File: src/rtl/collector_pkg.sv
// Shared definitions for the packet collector: FSM state type and packet field offsets.
package collector_pkg;

    typedef enum logic {
        WaitReq,
        ReceiveData
    } collectorState_e;

    function automatic int senderIdLsb();
        return 0;
    endfunction

    function automatic int packetIdLsb(input int srcWidth);
        return srcWidth;
    endfunction

    function automatic int packetIdMsb(input int idWidth, input int srcWidth);
        return idWidth + srcWidth - 1;
    endfunction

endpackage

File: src/rtl/sync_fifo.sv
// Single-clock FIFO with first-word-fall-through output; DEPTH must be a power of two.
module sync_fifo #(
    parameter int DATA_WIDTH = 32,
    parameter int DEPTH      = 4,
    localparam int PtrWidth  = $clog2(DEPTH)
) (
    input  logic                  clk,
    input  logic                  reset,
    input  logic                  wrEn,
    input  logic [DATA_WIDTH-1:0] wrData,
    input  logic                  rdEn,
    output logic [DATA_WIDTH-1:0] rdData,
    output logic                  empty,
    output logic                  full
);

    logic [DATA_WIDTH-1:0] mem [DEPTH];
    logic [PtrWidth-1:0]   wrPtr;
    logic [PtrWidth-1:0]   rdPtr;
    logic [PtrWidth:0]     count;
    logic                  doWrite;
    logic                  doRead;

    assign empty   = (count == '0);
    assign full    = (count == (PtrWidth + 1)'(DEPTH));
    assign doWrite = wrEn && !full;
    assign doRead  = rdEn && !empty;
    assign rdData  = mem[rdPtr];

    always_ff @(posedge clk or negedge reset) begin
        if (!reset) begin
            wrPtr <= '0;
            rdPtr <= '0;
            count <= '0;
        end else begin
            if (doWrite) wrPtr <= wrPtr + PtrWidth'(1);
            if (doRead)  rdPtr <= rdPtr + PtrWidth'(1);
            case ({doWrite, doRead})
                2'b10:   count <= count + (PtrWidth + 1)'(1);
                2'b01:   count <= count - (PtrWidth + 1)'(1);
                default: count <= count;
            endcase
        end
    end

    // Storage is not reset; contents are don't-care while empty.
    always_ff @(posedge clk) begin
        if (doWrite) mem[wrPtr] <= wrData;
    end

endmodule

File: src/rtl/packet_collector_fifo.sv
// Collects packets from a router local port into a FIFO for the PE, tracking
// receive statistics and PacketID sequence errors.
module packet_collector_fifo
    import collector_pkg::*;
#(
    parameter int                  DATA_WIDTH = 32,
    parameter int                  ID_WIDTH   = 10,
    parameter int                  SRC_WIDTH  = 6,
    parameter int                  DEPTH      = 4,
    parameter logic [SRC_WIDTH-1:0] MODULE_ID = '0
) (
    input  logic                  clk,
    input  logic                  reset,
    input  logic [DATA_WIDTH-1:0] PacketIn,
    input  logic                  ReqUpStr,
    output logic                  GntUpStr,
    output logic                  UpStrFull,
    input  logic                  RdEn,
    output logic [DATA_WIDTH-1:0] DataOut,
    output logic                  Empty,
    output logic [15:0]           RxCount,
    output logic [7:0]            SeqErrCount,
    output logic [31:0]           CycleCounter,
    output logic [31:0]           LastRxTime
);

    localparam int IdMsb = packetIdMsb(ID_WIDTH, SRC_WIDTH);
    localparam int IdLsb = packetIdLsb(SRC_WIDTH);

    collectorState_e     state;
    collectorState_e     stateNext;
    logic                accept;
    logic                fifoFull;
    logic [ID_WIDTH-1:0] packetId;
    logic [ID_WIDTH-1:0] lastId;
    logic                firstPkt;
    logic                seqBreak;

    assign packetId  = PacketIn[IdMsb:IdLsb];
    assign GntUpStr  = (state == ReceiveData);
    assign UpStrFull = fifoFull;

    always_ff @(posedge clk or negedge reset) begin
        if (!reset) state <= WaitReq;
        else        state <= stateNext;
    end

    // Full is judged on the registered count only, so a same-cycle pop cannot enable a grant.
    always_comb begin
        stateNext = state;
        accept    = 1'b0;
        unique case (state)
            WaitReq: begin
                if (ReqUpStr && !fifoFull) begin
                    accept    = 1'b1;
                    stateNext = ReceiveData;
                end
            end
            ReceiveData: stateNext = WaitReq;
            default:     stateNext = WaitReq;
        endcase
    end

    sync_fifo #(
        .DATA_WIDTH(DATA_WIDTH),
        .DEPTH     (DEPTH)
    ) uFifo (
        .clk   (clk),
        .reset (reset),
        .wrEn  (accept),
        .wrData(PacketIn),
        .rdEn  (RdEn),
        .rdData(DataOut),
        .empty (Empty),
        .full  (fifoFull)
    );

    assign seqBreak = !firstPkt && (packetId != lastId + ID_WIDTH'(1));

    always_ff @(posedge clk or negedge reset) begin
        if (!reset) begin
            RxCount      <= '0;
            SeqErrCount  <= '0;
            CycleCounter <= '0;
            LastRxTime   <= '0;
            lastId       <= '0;
            firstPkt     <= 1'b1;
        end else begin
            CycleCounter <= CycleCounter + 32'd1;
            if (accept) begin
                RxCount    <= RxCount + 16'd1;
                LastRxTime <= CycleCounter;
                lastId     <= packetId;
                firstPkt   <= 1'b0;
                if (seqBreak && SeqErrCount != 8'hFF) SeqErrCount <= SeqErrCount + 8'd1;
            end
        end
    end

`ifdef COLLECTOR_SIM_LOG
    always @(posedge clk) begin
        if (reset && accept) begin
            $display("Collector_Log_%0d: %0t; %0d; %0d; %0d; %0d", MODULE_ID, $time, CycleCounter,
                     PacketIn[senderIdLsb() +: SRC_WIDTH], MODULE_ID, packetId);
        end
    end
`endif

endmodule

File: config.mk
export PLATFORM = sky130hd
export DESIGN_NAME = packet_collector_fifo
export DESIGN_NICKNAME = d
export VERILOG_FILES = /design/src/rtl/collector_pkg.sv /design/src/rtl/sync_fifo.sv /design/src/rtl/packet_collector_fifo.sv
export SDC_FILE = /design/constraint.sdc
export NUM_CORES = 1
export LEC_CHECK = 0
export CORE_UTILIZATION = 38
export DETAILED_ROUTE_END_ITERATION = 8
export PLACE_DENSITY_LB_ADDON = 0.15
export RECOVER_POWER = 100
export SLEW_MARGIN = 20
export SYNTH_ARGS = -nofsm -noshare
export SYNTH_HDL_FRONTEND = slang
export SYNTH_SLANG_ARGS = --single-unit
File: constraint.sdc
create_clock -name clk -period 3.4 [get_ports clk]
set_input_delay 0.51 -clock clk [delete_from_list [all_inputs] [get_ports clk]]
set_output_delay 0.51 -clock clk [all_outputs]
set_load 0.005 [all_outputs]
==> reports/metrics.cfg <==
[final_layout]
final_common_cell=dlygate4sd3_1
synthToLayoutAreaGrowth_pct=30.1
nets=778
fill_cells=2103
layout_common_cells=152 x dlygate4sd3_1, 128 x edfxtp_1, 105 x dfrtp_1
antenna_cells=0
layout-drive-gt1-share_pct=18.1
fin_util_pct=50.3

[run]
cap_viol_max_count=1

[synth]
synthMuxAreaShare_pct=13.2
ys_async_sr_fraction_pct=45.5
synth_cell_types=47
synth-compound-area-share_pct=1.67
avgSynthCellArea_um2=16.9
netlist_area_mm2=0.00938
ys_ff_latch=235
ys.flop_type=edfxtp_1
synth_fa_ha_area_share_pct=1.41
ys_seq_area_share_pct=69.5
synth_top_family_by_area=multiplexers
synthSimpleGateAreaFrac_pct=6.56
synth_cells=554
synth_edf_count=128
yosys_warnings=0
synth_nets=600
yosys.area_share.xor_xnor_pct=6.44

[floorplanning]
ios=159
initial_core_util_pct=38.7
core-area_mm2=0.0242
die_w_um=159
die-area_mm2=0.0253
placementRows=57
dieHeight_um=159

[sta]
finalMaxSlewViolations=63
maxSlewHeadroom_pct=-5.71
finalSetupTns_ps=0
final_hold_viol_count=0
fin_crit_ps=3090
rsz0062_at_grt=false
setup_slack_ps=307
setup_viol=0
fin_skew_ps=9.32
worst_slew_pin_slew_ps=1590
fmax_mhz=323
fin_crit_sh_pct=91.0

[global_routing]
grt_pass1_vias=5653
grt_first_pass_wirelength_mm=30.5
grt_max_degree=63
globalRouteTotalUtil_pct=15.0
gr-total-overflow=0
antenna_found_initial=1

[power_and_ir_drop]
vdd_drop_max_uv=303
cellPowerDensity_mw_per_mm2=734
power_leakage_nw=4.87

[run_status]
outcome=finished with violations
violations=capacitance limit, slew limit

[routing]
routed_via_density=4.95
routed_wirelength_mm=18.7
routedWlPerCell_um=17.4
drc=0
postRouteAntennaNets=0
drt_iter0_markers=170
drt_pass1_iterations=4
vias=5314

[clock_tree]
clk_latency_ps=500
holdBufCountCts=0
clock-sinks=235
h-tree-depth=1
post-cts-setup-buffers=0
ctsResizeCount=0
path_clk_slew_ps=60
ctsRootBufferMaster=clkbuf_16
cts_buffer_depth=3
cts_tree=done
cts_buffers=25

[critical_path]
crit_path_max_fanout=14
worstPathArrival_ps=2580
cp-start-kind=flop
cp.required_ps=2890
reg2regPathDepth=6
critPathKind=flop to primary output
setup.worst_path.end_class=primary output

[place]
dpl.hpwl_mm=12.0
io_buffers=158
dp_slack_ps=479
gp_congestion=0.762

[worst_hold_path]
min_path_type=input port to asynchronous set/reset pin

==> power breakdown <==
| group | switching, W | internal, W | leakage, nW |
|---|---|---|---|
| combinational | 0.00101 | 0.00136 | 1.92 |
| sequential | 0.000371 | 0.00350 | 2.56 |
| clock | 0.00106 | 0.00165 | 0.399 |
==> worst max-delay path: stages, from the launching register on <==
cell           delay (ps)
dfrtp_2               710
buf_12                230
mux4_2                510
dlygate4sd3_1         620
==> cell families after synthesis <==
logic type	count (synthesis)
AND/OR/NAND/NOR	115
flip-flops	235
adder cells (fa/ha/maj)	10
XOR/XNOR	69
buffers and inverters	28
multiplexers	78
AO/OA/AOI/OAI	19
==> synthesized netlist by cell type (3+ instances only) <==
| cell type | count | share of area [%] |
|---|---|---|
| nand4_1 | 11 | 0.73 |
| inv_1 | 9 | 0.36 |
| mux4_2 | 32 | 7.7 |
| edfxtp_1 | 128 | 41 |
| nand3_1 | 22 | 1.2 |
| xor2_1 | 26 | 2.4 |
| clkbuf_1 | 13 | 0.52 |
| ha_1 | 9 | 1.2 |
| mux2_2 | 43 | 5.2 |
| and2_1 | 5 | 0.33 |
| nor2b_1 | 4 | 0.27 |
| nor3_1 | 9 | 0.48 |
| and4_1 | 3 | 0.28 |
| a211oi_1 | 3 | 0.24 |
| dfrtp_1 | 106 | 28 |
| nor2_1 | 12 | 0.48 |
| xnor2_1 | 43 | 4.0 |
| nand2_1 | 28 | 1.1 |
| and3_1 | 10 | 0.67 |
| buf_1 | 3 | 0.12 |
==> final cells by class <==
| class | count | area, µm² | share of cell area [%] |
|---|---|---|---|
| Tap cell | 324 | 405 | 3.32 |
| Sequential cell | 235 | 6520 | 53.4 |
| Timing Repair Buffer | 169 | 1680 | 13.8 |
| Inverter | 10 | 37.5 | 0.308 |
| Clock inverter | 18 | 193 | 1.58 |
| Clock buffer | 27 | 633 | 5.19 |
| Multi-Input combinational cell | 291 | 2730 | 22.4 |
==> state kept, by name, indices dropped and copies added (netlist names) <==
name,cells
uFifo.mem,128
CycleCounter,32
LastRxTime,32
RxCount,16
lastId,10
SeqErrCount,8
uFifo.count,3
uFifo.rdPtr,2
uFifo.wrPtr,2
GntUpStr,1
firstPkt,1
==> routing by layer <==
layer,wire (µm),global-route usage [%]
met1,8460,20.2
met2,8940,24.7
met3,1090,3.41
met4,210,3.41
met5,13,0
==> path summary, 6_finish.rpt <==
| check | slack [ps] | start | end |
|---|---|---|---|
| max | 310 | uFifo.rdPtr[0] | DataOut[14] |
| min | 410 | reset | RxCount[8] |
| max reg2reg | 610 | lastId[0] | SeqErrCount[1] |
| min reg2reg | 470 | RxCount[15] | RxCount[15] |
| max in group asynchronous | 1090 | reset | LastRxTime[2] |
| min in group clk | 470 | RxCount[15] | RxCount[15] |
==> through the flow <==
stage          cell area (µm²)  instances  power (W)  hold WS [ps]
2_1_floorplan             9380        554    0.00522           214
3_3_place_gp             11400       1029    0.00648           455
3_5_place_dp             11400       1029    0.00654           456
4_1_cts                  12300       1074    0.00931           129
5_1_grt                  12200       1074    0.00946           489
6_report                 12200       1074    0.00895           407
Note: power is estimated with default switching activity, not from simulation.
